--- src/rtl/alu_result_stage.sv ---
// ALU writeback stage: 2-entry in-order result buffer feeding the register-file
// write port, with retired-op status flags, a retire counter and a sticky flag error.
module alu_result_stage #(
    parameter int DATA_W = 16,
    parameter int REG_AW = 3,
    parameter int CNT_W  = 16
) (
    input  logic              clk,
    input  logic              rst_n,
    input  logic              in_valid,
    output logic              in_ready,
    input  logic [DATA_W-1:0] alu_result,
    input  logic              z_in,
    input  logic              a_grt_b_in,
    input  logic              b_grt_a_in,
    input  logic [REG_AW-1:0] dest_reg,
    input  logic              wb_en_in,
    output logic              wb_valid,
    input  logic              wb_ready,
    output logic [DATA_W-1:0] wb_data,
    output logic [REG_AW-1:0] wb_addr,
    output logic [2:0]        status_flags,
    output logic [CNT_W-1:0]  retire_count,
    output logic              flag_err,
    input  logic              err_clr
);

    logic [DATA_W-1:0] data_q [2];
    logic [2:0]        flg_q  [2];
    logic [REG_AW-1:0] dest_q [2];
    logic [1:0]        wben_q;

    logic              wr_ptr_q, wr_ptr_d;
    logic              rd_ptr_q, rd_ptr_d;
    logic [1:0]        count_q, count_d;
    logic [2:0]        status_q, status_d;
    logic [CNT_W-1:0]  retire_q, retire_d;
    logic              err_q, err_d;

    logic              push_s;
    logic              pop_s;
    logic              head_wben_s;
    logic              not_empty_s;

    // Handshake decode and head-entry presentation; in_ready only sees registered count.
    always_comb begin
        not_empty_s = (count_q != 2'd0);
        head_wben_s = wben_q[rd_ptr_q];
        in_ready    = (count_q < 2'd2);
        push_s      = in_valid & in_ready;
        pop_s       = not_empty_s & (~head_wben_s | wb_ready);
        wb_valid    = not_empty_s & head_wben_s;
        wb_data     = data_q[rd_ptr_q];
        wb_addr     = dest_q[rd_ptr_q];
    end

    // Next-state for pointers, occupancy, status, counter and error flag.
    always_comb begin
        wr_ptr_d = wr_ptr_q;
        rd_ptr_d = rd_ptr_q;
        count_d  = count_q;
        status_d = status_q;
        retire_d = retire_q;
        err_d    = err_q;

        if (push_s) begin
            wr_ptr_d = ~wr_ptr_q;
        end else begin
            wr_ptr_d = wr_ptr_q;
        end

        if (pop_s) begin
            rd_ptr_d = ~rd_ptr_q;
            status_d = flg_q[rd_ptr_q];
            retire_d = retire_q + CNT_W'(1);
        end else begin
            rd_ptr_d = rd_ptr_q;
        end

        case ({push_s, pop_s})
            2'b10:   count_d = count_q + 2'd1;
            2'b01:   count_d = count_q - 2'd1;
            default: count_d = count_q;
        endcase

        // A new error on this push outranks a same-cycle clear.
        if (push_s & a_grt_b_in & b_grt_a_in) begin
            err_d = 1'b1;
        end else if (err_clr) begin
            err_d = 1'b0;
        end else begin
            err_d = err_q;
        end
    end

    // Control and architectural state registers.
    always_ff @(posedge clk or negedge rst_n) begin
        if (!rst_n) begin
            wr_ptr_q <= 1'b0;
            rd_ptr_q <= 1'b0;
            count_q  <= 2'd0;
            status_q <= 3'b000;
            retire_q <= '0;
            err_q    <= 1'b0;
        end else begin
            wr_ptr_q <= wr_ptr_d;
            rd_ptr_q <= rd_ptr_d;
            count_q  <= count_d;
            status_q <= status_d;
            retire_q <= retire_d;
            err_q    <= err_d;
        end
    end

    // Buffer storage; cleared on reset so the head outputs are never X.
    always_ff @(posedge clk or negedge rst_n) begin
        if (!rst_n) begin
            for (int i = 0; i < 2; i++) begin
                data_q[i] <= '0;
                flg_q[i]  <= 3'b000;
                dest_q[i] <= '0;
            end
            wben_q <= 2'b00;
        end else if (push_s) begin
            data_q[wr_ptr_q] <= alu_result;
            flg_q[wr_ptr_q]  <= {z_in, a_grt_b_in, b_grt_a_in};
            dest_q[wr_ptr_q] <= dest_reg;
            wben_q[wr_ptr_q] <= wb_en_in;
        end
    end

    assign status_flags = status_q;
    assign retire_count = retire_q;
    assign flag_err     = err_q;

endmodule

--- config.mk ---
export PLATFORM = sky130hd
export DESIGN_NAME = alu_result_stage
export DESIGN_NICKNAME = d
export VERILOG_FILES = /design/src/rtl/alu_result_stage.sv
export SDC_FILE = /design/constraint.sdc
export NUM_CORES = 1
export LEC_CHECK = 0
export CAP_MARGIN = 20
export CORE_MARGIN = 4
export CORE_UTILIZATION = 30
export DETAILED_ROUTE_END_ITERATION = 10
export SLEW_MARGIN = 20
export SYNTH_ARGS = -nofsm -noshare
export SYNTH_HDL_FRONTEND = slang
export SYNTH_SLANG_ARGS = --single-unit
--- constraint.sdc ---
create_clock -name clk -period 1.65 [get_ports clk]
set_input_delay 0.495 -clock clk [delete_from_list [all_inputs] [get_ports clk]]
set_output_delay 0.495 -clock clk [all_outputs]
set_load 0.03 [all_outputs]
==> results_dict.tcl, run 1 <==
set metrics [dict create \
    p_leak_uw 0.00201 \
    multi_input_area_mm2 0.00136 \
    synthArstFlopShare 1.00 \
    netlist_area_mm2 0.00308 \
    endpoint_kind "primary output" \
    synth_top_area_share 0.569 \
    vias_per_cell 4.47 \
    fin_crit_ps 1980 \
    placed_area_mm2 0.00412 \
    violations "negative setup slack" \
    initial_core_util 0.312 \
    critical-path-top-delay-family "flip-flops" \
    drt_iter0_drc 47 \
    fillers 895 \
    placementRows 36 \
    yosysSeqAreaShare 0.569 \
    layout_commonest_cell "dfrtp_1" \
    grt_pass1_vias 2210 \
    layout_common_cells "dfrtp_1, mux2_2, buf_4" \
    worstSetupStartpointType "flip-flop" \
    port_buffers 68 \
    placed_cells 442 \
    ios 69 \
    max_cap_violations 0 \
    die_area_mm2 0.0119 \
    synth-main-ff-cell "dfrtp_1" \
    synth_edf_count 0 \
    internal_power_uw 6140 \
    setup_tns_ps -6250 \
    p_seq_frac 0.302 \
    cts_max_level 3 \
    vdd_drop_max_uv 1270 \
    grt_usage 0.122 \
    hold_path.class "in2async" \
    path_max_fanout 3 \
    overflow 0 \
    core_mm2 0.00986 \
    stdcell_area_mm2 0.00452 \
    cts_sinks 70 \
    cts_buffer_depth 2 \
    critPathKind "reg2out" \
    clock_latency_ps 340 \
    nets 356 \
    status "complete, but fails checks" \
    gp_congestion 0.803 \
    synthCells 221 \
    n_antenna_cell 0 \
    grt_pass1_wl_mm 11.2 \
    first_pass_iters 3 \
    synth.net_count 251 \
    cts_tree "built" \
    numCtsBuffers 9 \
    yosysWarnings 0 \
    fin_crit_sh 1.20 \
    maxSlewHeadroom 0.741 \
    syn-mean-instance-area_um2 13.9 \
    crit_required_ps 1150 \
    rsz0062_at_grt "true" \
    wl_per_cell_um 14.6 \
    finalWorstSetupSlack_ps -328 \
    switching_share 0.376 \
    ant_nets 0 \
    synth_area_leaders "dfrtp_1, mux2_2, xnor2_1" \
    area_growth_pct 47.1 \
    worst_slew_pin_slew_ps 389 \
    synth_cell_type_count 29 \
    seqCellArea_mm2 0.00175 \
    critPathMaxStageDelay_ps 460 \
    setup_violations 37 \
    postCtsHoldBufs 0 \
    grt_antenna_before_repair 0 \
    clkPwrFrac 0.146 \
    drc 0 \
    vias 2074 \
    slew_viol_final 0 \
    timing.fmax_mhz 506 \
    die_w_um 109 \
    die_h_um 109 \
    grt_max_degree 46 \
    finalCoreUtilization 0.459 \
    cp_num_buf_inv 3 \
    critPathMostFrequentCell "buf_6" \
    worst_path_max_delay_cell "dfrtp_2" \
    synth_top_area_cell "dfrtp_1" \
    routed_wl_mm 6.78 \
    finalNonFillerCells 464 \
    crit_chain "buf_12 -> buf_6 -> mux2_4 -> buf_6" \
    clk_pin_slew_ps 80 \
    comb_power_share 0.552 \
    clock-skew-final_ps 8.37 \
    power.switching_uw 3700 \
    drive_gt1_frac 0.489 \
    hold_viol_final 0 \
    place_hpwl_mm 4.66 \
    p_per_area_mw_per_mm2 2170 \
    worstPathArrival_ps 1480 \
    root_buffer "clkbuf_8" \
    ys_ff_latch 70 \
]
==> synth_stat cells, types with 2 or more instances <==
cell type,count
inv_2,2
nor3_1,4
ha_1,2
mux2i_1,3
buf_2,4
o21ai_0,3
buf_4,3
nand4_1,4
mux2_2,64
xnor2_1,13
xor2_1,7
nand3_1,5
dfrtp_1,70
nand2_1,16
inv_1,2
nor2_1,6
==> power groups by stage <==
stage	clock (uW)	sequential, uW	combinational [uW]
final	1430	2980	5430
after global routing	1560	3080	5820
after CTS	1510	2970	5450
after detailed placement	0	2970	4870
after global placement	0	2960	4820
after floorplan	0	3130	2820
==> metrics by stage <==
step                setup WS (ps)  power, uW  hold WS (ps)
floorplan                    1.91       5950           199
global placement             -336       7780           422
detailed placement           -365       7840           419
CTS                          -373       9920          40.3
global route                 -376      10500          54.5
finish                       -328       9840          50.7
==> per-layer routing <==
metal	track usage	wire, um	vias to the layer above
met5	0	0	-
met4	0.0374	80	0
met3	0.0432	461	8
met2	0.199	3170	57
met1	0.153	3060	1025
li1	-	-	984
==> sequential cells by signal (all words and copies together), names as in the netlist <==
signal,count
data_q,32
retire_count,16
dest_q,6
flg_q,6
status_flags,3
count_q,2
wben_q,2
flag_err,1
rd_ptr_q,1
wr_ptr_q,1
==> what timing repair did <==
action                                  4_1_cts  5_1_grt
gates resized for setup                     163       23
setup buffers                                 6        0
gates cloned                                  1        0
pin swaps                                     2        2
endpoints found under the setup margin       47       54
==> final timing paths <==
path	start	to	slack (ps)	cells past startpoint
min in group clk	retire_count[15]	retire_count[15]	480	1
hold reg to reg	retire_count[15]	retire_count[15]	480	1
hold / removal	rst_n	retire_count[6]	50	1
setup / recovery	rd_ptr_q	wb_data[10]	-330	4
setup reg to reg	rd_ptr_q	retire_count[11]	-160	7
max in group asynchronous	rst_n	rd_ptr_q	1030	2
==> logic make-up (layout without fill, tap and decap cells) <==
family	count (synthesis)	after routing	synth area share
flip-flops	70	70	0.569
AND/OR/NAND/NOR	41	41	0.0712
buffers and inverters	13	123	0.0236
adder cells (fa/ha/maj)	2	2	0.00813
XOR/XNOR	20	20	0.0569
multiplexers	69	69	0.255
AO/OA/AOI/OAI	6	6	0.0159
==> area by class of cell <==
class	count	share of cell area
sequential	70	0.388
multi-input combinational	138	0.300
timing repair buffer	103	0.226
tap	133	0.0368
clock buffer	11	0.0335
clock inverter	5	0.0127
inverter	4	0.00332
Note: power is estimated with default switching activity, not from simulation.
==> run 2: changes to the inputs <==
--- a/config.mk
+++ b/config.mk
@@ -5,6 +5,7 @@
 export SDC_FILE = /design/constraint.sdc
 export NUM_CORES = 1
 export LEC_CHECK = 0
+export ABC_CLOCK_PERIOD_IN_PS = 1650
 export CAP_MARGIN = 20
 export CORE_MARGIN = 4
 export CORE_UTILIZATION = 30
==> results of run 2 <==
Final layout, timing and power as in run 1 (identical DEF).
==> run 3: changes to the inputs <==
--- a/config.mk
+++ b/config.mk
@@ -9,6 +9,7 @@
 export CAP_MARGIN = 20
 export CORE_MARGIN = 4
 export CORE_UTILIZATION = 30
+export CTS_CLUSTER_SIZE = 30
 export DETAILED_ROUTE_END_ITERATION = 10
 export SLEW_MARGIN = 20
 export SYNTH_ARGS = -nofsm -noshare
==> results of run 3 <==
Final layout, timing and power as in run 1 (identical DEF).
